<file path="src/rtl/pe_ctrl_pkg.sv">
// Shared types and constants for the PE array sequencer.
// Holds the FSM state encoding, pixel width and accumulator sizing.
package pe_ctrl_pkg;

    localparam int PIX_W = 8;

    typedef enum logic [3:0] {
        IDLE,
        SUM_START,
        SUM_WAIT,
        SUM_ACK,
        ACCUM,
        DIVIDE,
        BG_START,
        BG_WAIT,
        BG_ACK,
        DONE,
        ABORT
    } state_t;

    // Enough headroom to add NUM_PE full-scale pixels without wrapping.
    function automatic int acc_width(input int log2_num_pe);
        return PIX_W + log2_num_pe;
    endfunction

endpackage

</file>
<file path="src/rtl/pe_sum_averager.sv">
// One colour channel: serially accumulates per-PE sums, then divides by NUM_PE.
// Accumulator is widened so the average of full-scale inputs never saturates.
module pe_sum_averager
    import pe_ctrl_pkg::*;
#(
    parameter int LOG2_NUM_PE = 2
) (
    input  logic             clk,
    input  logic             reset,
    input  logic             clear,
    input  logic             add_en,
    input  logic             divide,
    input  logic [PIX_W-1:0] sum,
    output logic [PIX_W-1:0] avg
);

    localparam int AW = acc_width(LOG2_NUM_PE);

    logic [AW-1:0] acc;

    always_ff @(posedge clk) begin
        if (reset) begin
            acc <= '0;
            avg <= '0;
        end else begin
            if (clear) begin
                acc <= '0;
            end else if (add_en) begin
                acc <= acc + AW'(sum);
            end
            if (divide) begin
                avg <= PIX_W'(acc >> LOG2_NUM_PE);
            end
        end
    end

endmodule

</file>
<file path="src/rtl/pe_array_scheduler.sv">
// Sequences sum phase, colour averaging and background-removal phase across the PE array.
// All outputs registered; waits abort after TIMEOUT cycles and raise a sticky Error.
module pe_array_scheduler
    import pe_ctrl_pkg::*;
#(
    parameter  int LOG2_NUM_PE = 2,
    parameter  int TIMEOUT     = 1000,
    localparam int NUM_PE      = 2 ** LOG2_NUM_PE
) (
    input  logic                      Clk,
    input  logic                      Reset,
    input  logic                      Start,
    input  logic [PIX_W-1:0]          threshold_in,
    input  logic [PIX_W-1:0]          bg_r_in,
    input  logic [PIX_W-1:0]          bg_g_in,
    input  logic [PIX_W-1:0]          bg_b_in,
    input  logic [NUM_PE-1:0]         Qsd,
    input  logic [NUM_PE-1:0]         Qbgd,
    input  logic [PIX_W*NUM_PE-1:0]   red_sum,
    input  logic [PIX_W*NUM_PE-1:0]   green_sum,
    input  logic [PIX_W*NUM_PE-1:0]   blue_sum,
    output logic                      Start_Sum,
    output logic                      Start_BgRemoval,
    output logic                      Ack,
    output logic [PIX_W-1:0]          red_exp,
    output logic [PIX_W-1:0]          green_exp,
    output logic [PIX_W-1:0]          blue_exp,
    output logic [PIX_W-1:0]          threshold,
    output logic [PIX_W-1:0]          desired_bg_r,
    output logic [PIX_W-1:0]          desired_bg_g,
    output logic [PIX_W-1:0]          desired_bg_b,
    output logic                      Busy,
    output logic                      Done,
    output logic                      Error
);

    localparam int TW = $clog2(TIMEOUT + 1);
    localparam logic [TW-1:0]          TMO_LAST = TW'(TIMEOUT - 1);
    localparam logic [LOG2_NUM_PE-1:0] IDX_LAST = LOG2_NUM_PE'(NUM_PE - 1);

    state_t                 state;
    logic [TW-1:0]          tmo_cnt;
    logic [LOG2_NUM_PE-1:0] idx;
    logic                   acc_clear;
    logic                   acc_add;
    logic                   acc_div;
    logic [PIX_W-1:0]       red_sel;
    logic [PIX_W-1:0]       green_sel;
    logic [PIX_W-1:0]       blue_sel;

    assign acc_clear = (state == SUM_ACK);
    assign acc_add   = (state == ACCUM);
    assign acc_div   = (state == DIVIDE);
    assign red_sel   = red_sum[int'(idx) * PIX_W +: PIX_W];
    assign green_sel = green_sum[int'(idx) * PIX_W +: PIX_W];
    assign blue_sel  = blue_sum[int'(idx) * PIX_W +: PIX_W];

    pe_sum_averager #(.LOG2_NUM_PE(LOG2_NUM_PE)) u_avg_red (
        .clk(Clk), .reset(Reset), .clear(acc_clear), .add_en(acc_add),
        .divide(acc_div), .sum(red_sel), .avg(red_exp)
    );

    pe_sum_averager #(.LOG2_NUM_PE(LOG2_NUM_PE)) u_avg_green (
        .clk(Clk), .reset(Reset), .clear(acc_clear), .add_en(acc_add),
        .divide(acc_div), .sum(green_sel), .avg(green_exp)
    );

    pe_sum_averager #(.LOG2_NUM_PE(LOG2_NUM_PE)) u_avg_blue (
        .clk(Clk), .reset(Reset), .clear(acc_clear), .add_en(acc_add),
        .divide(acc_div), .sum(blue_sel), .avg(blue_exp)
    );

    // Outputs are assigned on the transition into the state that owns them.
    always_ff @(posedge Clk) begin
        if (Reset) begin
            state           <= IDLE;
            tmo_cnt         <= '0;
            idx             <= '0;
            Start_Sum       <= 1'b0;
            Start_BgRemoval <= 1'b0;
            Ack             <= 1'b0;
            Done            <= 1'b0;
            Busy            <= 1'b0;
            Error           <= 1'b0;
            threshold       <= '0;
            desired_bg_r    <= '0;
            desired_bg_g    <= '0;
            desired_bg_b    <= '0;
        end else begin
            Start_Sum       <= 1'b0;
            Start_BgRemoval <= 1'b0;
            Ack             <= 1'b0;
            Done            <= 1'b0;
            case (state)
                IDLE: begin
                    if (Start) begin
                        threshold    <= threshold_in;
                        desired_bg_r <= bg_r_in;
                        desired_bg_g <= bg_g_in;
                        desired_bg_b <= bg_b_in;
                        Error        <= 1'b0;
                        Busy         <= 1'b1;
                        Start_Sum    <= 1'b1;
                        state        <= SUM_START;
                    end
                end
                SUM_START: begin
                    tmo_cnt <= '0;
                    state   <= SUM_WAIT;
                end
                SUM_WAIT: begin
                    if (&Qsd) begin
                        Ack   <= 1'b1;
                        state <= SUM_ACK;
                    end else if (tmo_cnt == TMO_LAST) begin
                        Ack   <= 1'b1;
                        Error <= 1'b1;
                        state <= ABORT;
                    end else begin
                        tmo_cnt <= tmo_cnt + 1'b1;
                    end
                end
                SUM_ACK: begin
                    idx   <= '0;
                    state <= ACCUM;
                end
                ACCUM: begin
                    idx <= idx + 1'b1;
                    if (idx == IDX_LAST) begin
                        state <= DIVIDE;
                    end
                end
                DIVIDE: begin
                    Start_BgRemoval <= 1'b1;
                    state           <= BG_START;
                end
                BG_START: begin
                    tmo_cnt <= '0;
                    state   <= BG_WAIT;
                end
                BG_WAIT: begin
                    if (&Qbgd) begin
                        Ack   <= 1'b1;
                        state <= BG_ACK;
                    end else if (tmo_cnt == TMO_LAST) begin
                        Ack   <= 1'b1;
                        Error <= 1'b1;
                        state <= ABORT;
                    end else begin
                        tmo_cnt <= tmo_cnt + 1'b1;
                    end
                end
                BG_ACK: begin
                    Done  <= 1'b1;
                    state <= DONE;
                end
                DONE, ABORT: begin
                    Busy  <= 1'b0;
                    state <= IDLE;
                end
                default: begin
                    Busy  <= 1'b0;
                    state <= IDLE;
                end
            endcase
        end
    end

endmodule

</file>
<file path="config.mk">
export PLATFORM = sky130hd
export DESIGN_NAME = pe_array_scheduler
export DESIGN_NICKNAME = d
export VERILOG_FILES = /design/src/rtl/pe_ctrl_pkg.sv /design/src/rtl/pe_sum_averager.sv /design/src/rtl/pe_array_scheduler.sv
export SDC_FILE = /design/constraint.sdc
export NUM_CORES = 1
export LEC_CHECK = 0
export CORE_MARGIN = 3
export CORE_UTILIZATION = 46
export CTS_CLUSTER_DIAMETER = 120
export DETAILED_ROUTE_END_ITERATION = 8
export PLACE_DENSITY = 0.83
export SYNTH_ARGS = -nofsm -noshare
export SYNTH_HDL_FRONTEND = slang
export SYNTH_SLANG_ARGS = --single-unit
export TNS_END_PERCENT = 100
</file>
<file path="constraint.sdc">
create_clock -name Clk -period 3.15 [get_ports Clk]
set_input_delay 0.315 -clock Clk [delete_from_list [all_inputs] [get_ports Clk]]
set_output_delay 0.315 -clock Clk [all_outputs]
set_load 0.01 [all_outputs]
</file>
==> qor.txt <==
=================================================================================
Number of DRC violations after detailed-routing iteration 0                   404
# fillers                                                                   1,026
Average footprint of a synthesized cell                                 8.50 um^2
Clk slew on worst S/H paths                                               0.07 ns
Post-Synthesis Cell Area                                                5920 um^2
Worst-case clock buffer depth                                                   2
CTS tree                                                                     done
Standard cell core area                                               12,300 um^2
Crit share post-route                                                       90.4%
Sequential area share after synthesis                                       36.5%
Slew at the pin closest to its max-slew limit                            0.780 ns
Worst supply voltage drop on vdd                                           292 uV
Post-CTS setup buffers                                                          0
Count of input and output buffers                                             200
Number of gates given a new drive strength after cts                            0
Setup clock skew after layout                                          0.00751 ns
Fraction of layout cells with a size suffix above 1                         7.91%
Warnings, synthesis                                                             0
Die footprint                                                         14,300 um^2
Cell area after layout                                                  8350 um^2
Fin Hold WS                                                              0.453 ns
Clock sink count                                                              108
# Max-Cap Violations                                                            0
Clk Latency, worst-skew pair                                              0.35 ns
DR vias                                                                     5,766
Synthesized netlist cell count                                                697
Hpwl dp                                                                 12,200 um
Starting utilization of the core area                                       48.1%
Sequential cell area in the final layout                                2160 um^2
Layout Area Growth over Synthesis                                           40.9%
Setup repair after global routing missed its margin                            no
Leakage power                                                             2.94 nW
Setup total negative slack                                                   0 ns
Total placed instance area                                              8040 um^2
Number of distinct library cells after synthesis                               61
Share of async-settable or async-resettable flops after synthesis              0%
Number of hold violations in the final report                                   0
Worst min-delay path category                                             reg2reg
Final nets                                                                  1,048
Post-layout minimum cycle time                                            2.85 ns
Initial antenna violation count                                                 0
Total of hold buffers inserted after clock tree synthesis                       0
Die height                                                                 119 um
Root buffer cell                                                     sky130_fd_sc_hd__clkbuf_16
Total of flip-flops plus latches after synthesis                              108
Global-route wire length before repair                                  25,600 um
Run status                                                              completed
Multi-input combinational cell area                                     3510 um^2
Post-route DRC violation count                                                  0
Wirelength, routed                                                      15,800 um
Nets in the synthesized netlist                                               865
Final core occ                                                              67.8%
Mean number of vias per cell                                                 5.48
Total global-route track usage                                              21.6%
Number of placement rows                                                       40
I/O pin total                                                                 201
Type of destination of the critical path                                     flop
Kind of start point of the critical path                                     flop
Worst Path Max Fanout                                                          11
Relative slew slack                                                         47.5%
Floorplan die width                                                        119 um
Antenna diode instance count                                                    0
Critical path type                                                        reg2reg
Required time worst endpoint                                              3.39 ns
Residual overflow from global routing                                           0
Highest-count cells in the layout ignoring fill and taps             sky130_fd_sc_hd__clkdlybuf4s50_1, sky130_fd_sc_hd__nand2_1, sky130_fd_sc_hd__dfxtp_1, sky130_fd_sc_hd__a21oi_1, sky130_fd_sc_hd__nor2_1
Total power consumption of the routed design                              3.80 mW
Crit path DAT                                                             3.09 ns
Number of optimization iterations in the first detailed-route pass              4
Routed wirelength normalized by instance count                            15.0 um
Antenna violation net count after detailed routing                              0
Highest attainable clock frequency                                        351 MHz
Power per cell area                                                   455 nW/um^2
Count of flip-flops with a built-in enable after synthesis                      0
Primary flip-flop cell chosen by synthesis mapping                   sky130_fd_sc_hd__dfxtp_1
Placer congestion estimate                                                  0.907
Most common cell after layout, fill and taps aside                   sky130_fd_sc_hd__clkdlybuf4s50_1
Maximum number of pins on one net before global-route repair                   72
Setup-failing EPs final                                                         0
Count of final max-slew check failures                                          0
Number of CTS-inserted buffers                                                  9
Count of H-tree levels built during CTS                                         3
Via count of the first global-routing pass                                  5,352
=================================================================================
-- metrics by stage --
step	instances	setup slack, ns
2_1_floorplan	697	0.349
5_1_grt	1053	0.103
3_5_place_dp	1037	0.291
4_1_cts	1053	0.278
6_report	1053	0.301
3_3_place_gp	1037	0.339
-- state kept, by name, summed over array words and instances, names as in the netlist, 10 cells and up --
register	count
u_avg_red.acc	10
u_avg_green.acc	10
u_avg_blue.acc	10
tmo_cnt	10
-- cells by family (layout without fill, tap and decap cells) --
kind of cell	count (synthesis)	in the layout	share of synthesized area, %
and+or+nand+nor	286	286	22.6
AOI/OAI and AO/OA	179	179	18.8
DFF	108	108	36.5
buffers and inverters	57	245	4.33
adders and majority gates	29	29	6.50
muxes	28	28	9.80
xor gates and xnor gates	10	10	1.48
-- critical path, cell delays in order, from the launching register on --
cell and delay (ns):
sky130_fd_sc_hd__dfxtp_2 0.54, sky130_fd_sc_hd__buf_4 0.30, sky130_fd_sc_hd__mux4_2 0.53, sky130_fd_sc_hd__ha_1 0.36, sky130_fd_sc_hd__nor2b_1 0.17, sky130_fd_sc_hd__o31a_1 0.28, sky130_fd_sc_hd__o21ai_0 0.19, sky130_fd_sc_hd__a211oi_1 0.10
sky130_fd_sc_hd__a211o_1 0.27
-- power by group --
group / switching (mW) / total [mW] / internal [mW]
clock network: 0.516 / 1.16 / 0.647
registers: 0.116 / 1.59 / 1.47
logic: 0.498 / 1.05 / 0.554
-- path summary, 6_finish.rpt --
kind	startpoint	endpoint	slack, ns	cells after the start
hold / removal	u_avg_green.avg[2]	u_avg_green.avg[2]	0.45	2
setup reg to reg	idx[0]	u_avg_green.acc[6]	0.30	8
setup / recovery	idx[0]	u_avg_green.acc[6]	0.30	8
hold reg to reg	u_avg_green.avg[2]	u_avg_green.avg[2]	0.45	2
-- per-layer routing --
metal  GRT usage (%)  part of all wire [%]
met4            6.59                   1.5
met1            29.4                    45
met3            3.89                   6.9
met5               0                     0
met2            35.0                    47
-- layout make-up --
type | count | share of cell area [%]
multi-input cells | 532 | 42.1
repair buffers | 213 | 25.1
flip-flops and latches | 108 | 25.9
clock buffers | 10 | 2.86
clock inverters | 6 | 0.824
well taps | 168 | 2.52
inverters | 16 | 0.719
-- Yosys cell counts (all sizes together) (2+ instances only) --
cell	instances	area (um^2)
nor3b	5	37.5
buf	25	136
nand2	154	581
and4	2	17.5
nand3	16	85.1
nor2b	10	62.6
nor4b	6	88.8
a31oi	2	12.5
nand4	10	62.6
a211oi	12	90.1
clkbuf	16	60.1
mux4	24	541
nor2	53	209
a221oi	4	35.0
a21o	8	60.1
a21oi	95	487
nor4	4	25.0
nand2b	4	25.0
o21a	6	45.0
or2	3	18.8
and2b	2	15.0
or3	2	12.5
xnor2	5	43.8
o211ai	6	45.0
o21bai	2	15.0
a2111o	5	56.3
a211o	5	43.8
mux2i	4	40.0
o31a	3	26.3
dfxtp	108	2160
fa	3	60.1
and2	2	12.5
ha	26	325
xor2	5	43.8
nor3	8	45.0
o22ai	3	18.8
inv	16	60.1
o21ai	21	105
Note: power is estimated with default switching activity, not from simulation.
==> variant 1, RTL diff (same settings) <==
Encoding of `state_t`: now Gray code (4 bits for 11 states).
--- a/src/rtl/pe_ctrl_pkg.sv
+++ b/src/rtl/pe_ctrl_pkg.sv
@@ -7,13 +7,13 @@
     typedef enum logic [3:0] {
-        IDLE,
-        SUM_START,
-        SUM_WAIT,
-        SUM_ACK,
-        ACCUM,
-        DIVIDE,
-        BG_START,
-        BG_WAIT,
-        BG_ACK,
-        DONE,
-        ABORT
+        IDLE      = 4'b0000,
+        SUM_START = 4'b0001,
+        SUM_WAIT  = 4'b0011,
+        SUM_ACK   = 4'b0010,
+        ACCUM     = 4'b0110,
+        DIVIDE    = 4'b0111,
+        BG_START  = 4'b0101,
+        BG_WAIT   = 4'b0100,
+        BG_ACK    = 4'b1100,
+        DONE      = 4'b1101,
+        ABORT     = 4'b1111
     } state_t;
Behaviour: no difference found for any inputs over 4 cycles, from zero or initial values and one cycle with Reset high; so few cycles prove little.
==> variant 1 against the original RTL <==
- synthesized area shrank 3.3%
- global-route usage up 1.9 points
- synthesized cell count shrank 2.7%
- critical path type unchanged
- via count rose by 0.90%
- sequential cell count did not move
- largest power group unchanged
- worst setup slack better by 0.094 ns
- design area down 1.8%
- power is 5.5% higher
- routed wire length grew 3.9%
==> variant 1: results (changes against the original RTL) <==
final wirelength=16,400 um (+3.9%); Total Routing Usage GR=23.5% (+1.9 points); Final HPWL DP=12,900 um (+6.0%); Syn Nets=846 (-2.2%); layout cell share with drive strength beyond 1=6.83% (-1.1 points); Synth top cells by count=nand2_1 (153), dfxtp_1 (108), a21oi_1 (93), nor2_1 (37), ha_1 (26); met2 Use GR=42.6% (+7.6 points); cts bufs inserted=9 (unchanged); placement-stage cell area=0.00785 mm^2 (-2.4%); met3 Use GR=5.77% (+1.9 points); Worst-Skew Late Latency=0.34 ns; CP Capture Point=u_avg_red.acc[6]; Worst Path Arrival=2.99 ns (-0.10 ns); Post-Place Cells=1,016 (-2.0%); crit-path max cell delay=0.57 ns (+0.03 ns); first-pass GRT wire length=27,100 um (+5.9%); status=completed; Detail Route met2 WL=8140 um (+9.9%); fill cell count=977 (-4.8%); Port Buffers=200 (unchanged); mean post-synth cell area=8.45 um^2 (-0.63%); met1 Usage GRT=27.0% (-2.5 points); Seq/Total Area, Yosys=37.8% (+1.3 points); P_sw=1.19 mW (+5.8%); worst r2r path cells=10 (+2); vias per std cell=5.64 (+3.0%); Max VDD drop=0.376 mV (+29%); slew of the pin with the lowest slew margin=0.893 ns (+0.113 ns); Hold Crit Class=input port to flop; largest net degree at the start of global routing=48 (-33%); 1st-pass router iterations=6 (+2); Netlist cell types=57 (-6.6%); CP max-delay cell=mux4_2; R2R Setup Slk=0.40 ns (+0.09 ns); Via Count=5,818 (+0.90%); metal3 WL=1380 um (+27%); Leak=2.92 nW (-0.65%); crit-path max FO=27 (+16); initial DRC count=421 (+4.2%); Clock Skews=0.00825 ns (+0.000737 ns); Synth area leaders=dfxtp_1 (38%), nand2_1 (10%), mux4_2 (9.4%), a21oi_1 (8.1%), ha_1 (5.7%); met1 WL=6420 um (-8.8%); Final GP Congestion=0.871 (-4.0%)
==> variant 1: changes by cell type in the layout (fill, tap and decap cells not counted), moves of 5 or more <==
cell,change
nor2_1,-13
o21ai_0,-9
nor3_1,+8
or3_1,+8
buf_4,-5
inv_1,+5
nand4_1,-5
o21ai_1,+5
xnor2_1,-5
==> variant 1: critical path: cells and delay by family, from the launching register on <==
family | cells | cell delay [ns]
adder cells (fa/ha/maj) | 2 | 0.43
AND/OR/NAND/NOR | 1 | 0.07
AO/OA/AOI/OAI | 4 | 0.93
flip-flops | 1 | 0.35
buffers and inverters | 2 | 0.28
multiplexers | 1 | 0.57
==> variant 1: layout make-up <==
| class | count | area (um^2) | area share, % |
|---|---|---|---|
| clock buffers | 9 | 225 | 2.75 |
| clock inverters | 7 | 123 | 1.50 |
| inverters | 22 | 82.6 | 1.01 |
| multi-input cells | 509 | 3320 | 40.5 |
| flip-flops and latches | 108 | 2160 | 26.4 |
| well taps | 168 | 210 | 2.56 |
| repair buffers | 209 | 2080 | 25.3 |
==> variant 1: how the worst min path moves through the flow <==
stage / startpoint / endpoint / slack (ns) / cells past startpoint
floorplan: u_avg_blue.acc[9] / u_avg_blue.acc[9] / 0.44 / 2
global route: desired_bg_r[5] / desired_bg_r[5] / 0.48 / 2
finish: Reset / idx[0] / 0.44 / 2
detailed placement: desired_bg_b[7] / desired_bg_b[7] / 0.45 / 2
CTS: Reset / idx[0] / 0.44 / 2
global placement: desired_bg_r[5] / desired_bg_r[5] / 0.44 / 2
==> variant 1: power by group through the flow <==
| stage | clock [mW] | sequential (mW) | combinational, mW |
|---|---|---|---|
| global placement | 0 | 1.62 | 1.06 |
| detailed placement | 0 | 1.63 | 1.11 |
| finish | 1.29 | 1.60 | 1.12 |
| global route | 1.38 | 1.62 | 1.23 |
| floorplan | 0 | 1.61 | 0.665 |
| CTS | 1.32 | 1.60 | 1.12 |
==> variant 1: through the flow <==
stage | utilization, % | worst slack, ns | hold slack [ns] | total power, mW
after detailed placement | 64.8 | 0.331 | 0.448 | 2.74
after global placement | 64.8 | 0.453 | 0.443 | 2.68
after global routing | 67.7 | 0.219 | 0.482 | 4.22
after CTS | 67.7 | 0.401 | 0.442 | 4.04
after floorplan | - | 0.185 | 0.437 | 2.28
final | 67.7 | 0.395 | 0.443 | 4.01
==> variant 1: kinds of logic (layout without fill, tap and decap cells) <==
family	Yosys count	in the layout	share of synthesized area [%]
XOR/XNOR	4	4	0.612
flip-flops	108	108	37.8
multiplexers	27	27	9.96
AO/OA/AOI/OAI	171	171	18.2
adder cells (fa/ha/maj)	29	29	6.73
buffers and inverters	61	247	4.39
AND/OR/NAND/NOR	278	278	22.4
==> variant 2, RTL diff (same flow settings) <==
Without the edit above. `PIX_W`: 8 -> 6.
--- a/src/rtl/pe_ctrl_pkg.sv
+++ b/src/rtl/pe_ctrl_pkg.sv
@@ -4,3 +4,3 @@
 
-    localparam int PIX_W = 8;
+    localparam int PIX_W = 6;
 
Ports: changed (14 resized); port bits go from 201 to 155. No check against the original RTL was run, so the function may have changed too.
==> variant 2 against the original RTL <==
- power is 35% lower
- sequential cell count shrank 20
- clock power decreased by 38%
- worst setup slack better by 0.18 ns
- synthesized area decreased by 23%
- via count is 24% lower
- routed wire length fell by 25%
- design area decreased by 24%
- largest cell class unchanged
==> variant 2: results (changes against the original RTL) <==
placement-stage cell area=0.00617 mm^2 (-23%); R2R Setup Slk=0.48 ns (+0.18 ns); vias per std cell=5.45 (-0.50%); Clock Skews=0.0119 ns (+0.00443 ns); Port Buffers=154 (-23%); Hold WS=0.459 ns (+0.00528 ns); drt wl/cell=14.7 um (-1.9%); crit-path max FO=10 (-1); Post-Syn Instances=532 (-24%); Worst Path Arrival=2.89 ns (-0.20 ns); Leak=2.29 nW (-22%); Netlist cell types=56 (-8.2%); Max VDD drop=0.289 mV (-0.82%); layout cell share with drive strength beyond 1=7.82% (-0.092 points); Total Routing Usage GR=21.7% (+0.084 points); CP max-delay cell=mux4_2; Synth top cells by count=nand2_1 (115), dfxtp_1 (88), a21oi_1 (71), nor2_1 (49), ha_1 (20); Post-Place Cells=791 (-24%); DP Worst Slack=0.350 ns (+0.0597 ns); first-pass GRT wire length=20,100 um (-22%); worst hold start=desired_bg_r[3]; Final GP Congestion=0.871 (-4.0%); initial DRC count=243 (-40%); Synth area leaders=dfxtp_1 (39%), nand2_1 (9.5%), mux4_2 (8.9%), a21oi_1 (7.8%), ha_1 (5.5%); Seq/Total Area, Yosys=38.6% (+2.1 points); r2r endpoint=u_avg_blue.acc[6]; relative slew slack=40.2% (-7.3 points); Final HPWL DP=9130 um (-25%); final wirelength=11,800 um (-25%); status=completed; number of global-route vias before repair=4,443 (-17%); clock root buffer=clkbuf_8; Worst Hold End=desired_bg_r[3]; Core ar.=0.00942 mm^2 (-24%); largest net degree at the start of global routing=54 (-25%)
==> variant 2: cell types whose count changed after synthesis, moves of 5 or more <==
cell	delta
a21oi_1	-23
buf_2	-16
dfxtp_1	-20
ha_1	-6
inv_1	-7
mux4_2	-6
nand2_1	-38
nand3_1	-5
nor2b_1	-8
o21ai_0	-5
xor2_1	+5
==> variant 2: cell families (layout without fill, tap and decap cells) <==
| logic type | after synthesis | in the layout | share of synthesized area [%] |
|---|---|---|---|
| and+or+nand+nor | 219 | 219 | 21.5 |
| AOI/OAI and AO/OA | 128 | 128 | 17.0 |
| DFF | 88 | 88 | 38.6 |
| buffers and inverters | 40 | 186 | 4.01 |
| adders and majority gates | 23 | 23 | 6.80 |
| muxes | 21 | 21 | 9.55 |
| xor gates and xnor gates | 13 | 13 | 2.50 |
==> variant 2: routing by layer <==
| layer | part of all wire (%) | vias up | global-route usage (%) |
|---|---|---|---|
| met3 | 5.3 | 29 | 5.02 |
| met4 | 2.5 | 0 | 7.31 |
| met1 | 41 | 2050 | 25.5 |
| li1 | - | 2162 | - |
| met2 | 51 | 156 | 38.8 |
| met5 | 0 | - | 0 |
==> variant 2: worst max path at each step <==
stage / startpoint / to / slack [ns] / depth (start not counted)
after floorplan: idx[0] / u_avg_blue.acc[6] / 0.53 / 9
after global placement: blue_sum[0] / u_avg_blue.acc[6] / 0.44 / 9
after detailed placement: blue_sum[18] / u_avg_blue.acc[6] / 0.35 / 9
after CTS: idx[0] / u_avg_blue.acc[6] / 0.47 / 8
after global routing: idx[0] / u_avg_blue.acc[6] / 0.27 / 8
final: idx[0] / u_avg_blue.acc[6] / 0.48 / 8
==> variant 2: worst reg2reg max path, stage by stage, from the launching register on <==
cell and delay, ns:
dfxtp_1 0.44, buf_4 0.28, mux4_2 0.56, fa_1 0.46, a211oi_1 0.31, o21ai_0 0.16, o211ai_1 0.11, xor2_1 0.16
nor2_1 0.05
==> variant 2: power groups by stage <==
| stage | clock [mW] | sequential (mW) | combinational, mW |
|---|---|---|---|
| after detailed placement | 0 | 1.23 | 0.537 |
| after global placement | 0 | 1.23 | 0.517 |
| after floorplan | 0 | 1.23 | 0.281 |
| final | 0.719 | 1.20 | 0.536 |
| after global routing | 0.773 | 1.21 | 0.591 |
| after CTS | 0.733 | 1.20 | 0.539 |
==> variant 2: layout make-up <==
type,instances,area (um^2)
clock inverter,7,55.1
clock buffer,9,124
fill,769,3070
inverter,9,33.8
timing repair buffer,161,1590
multi-input combinational,404,2620
tap,129,161
sequential,88,1760
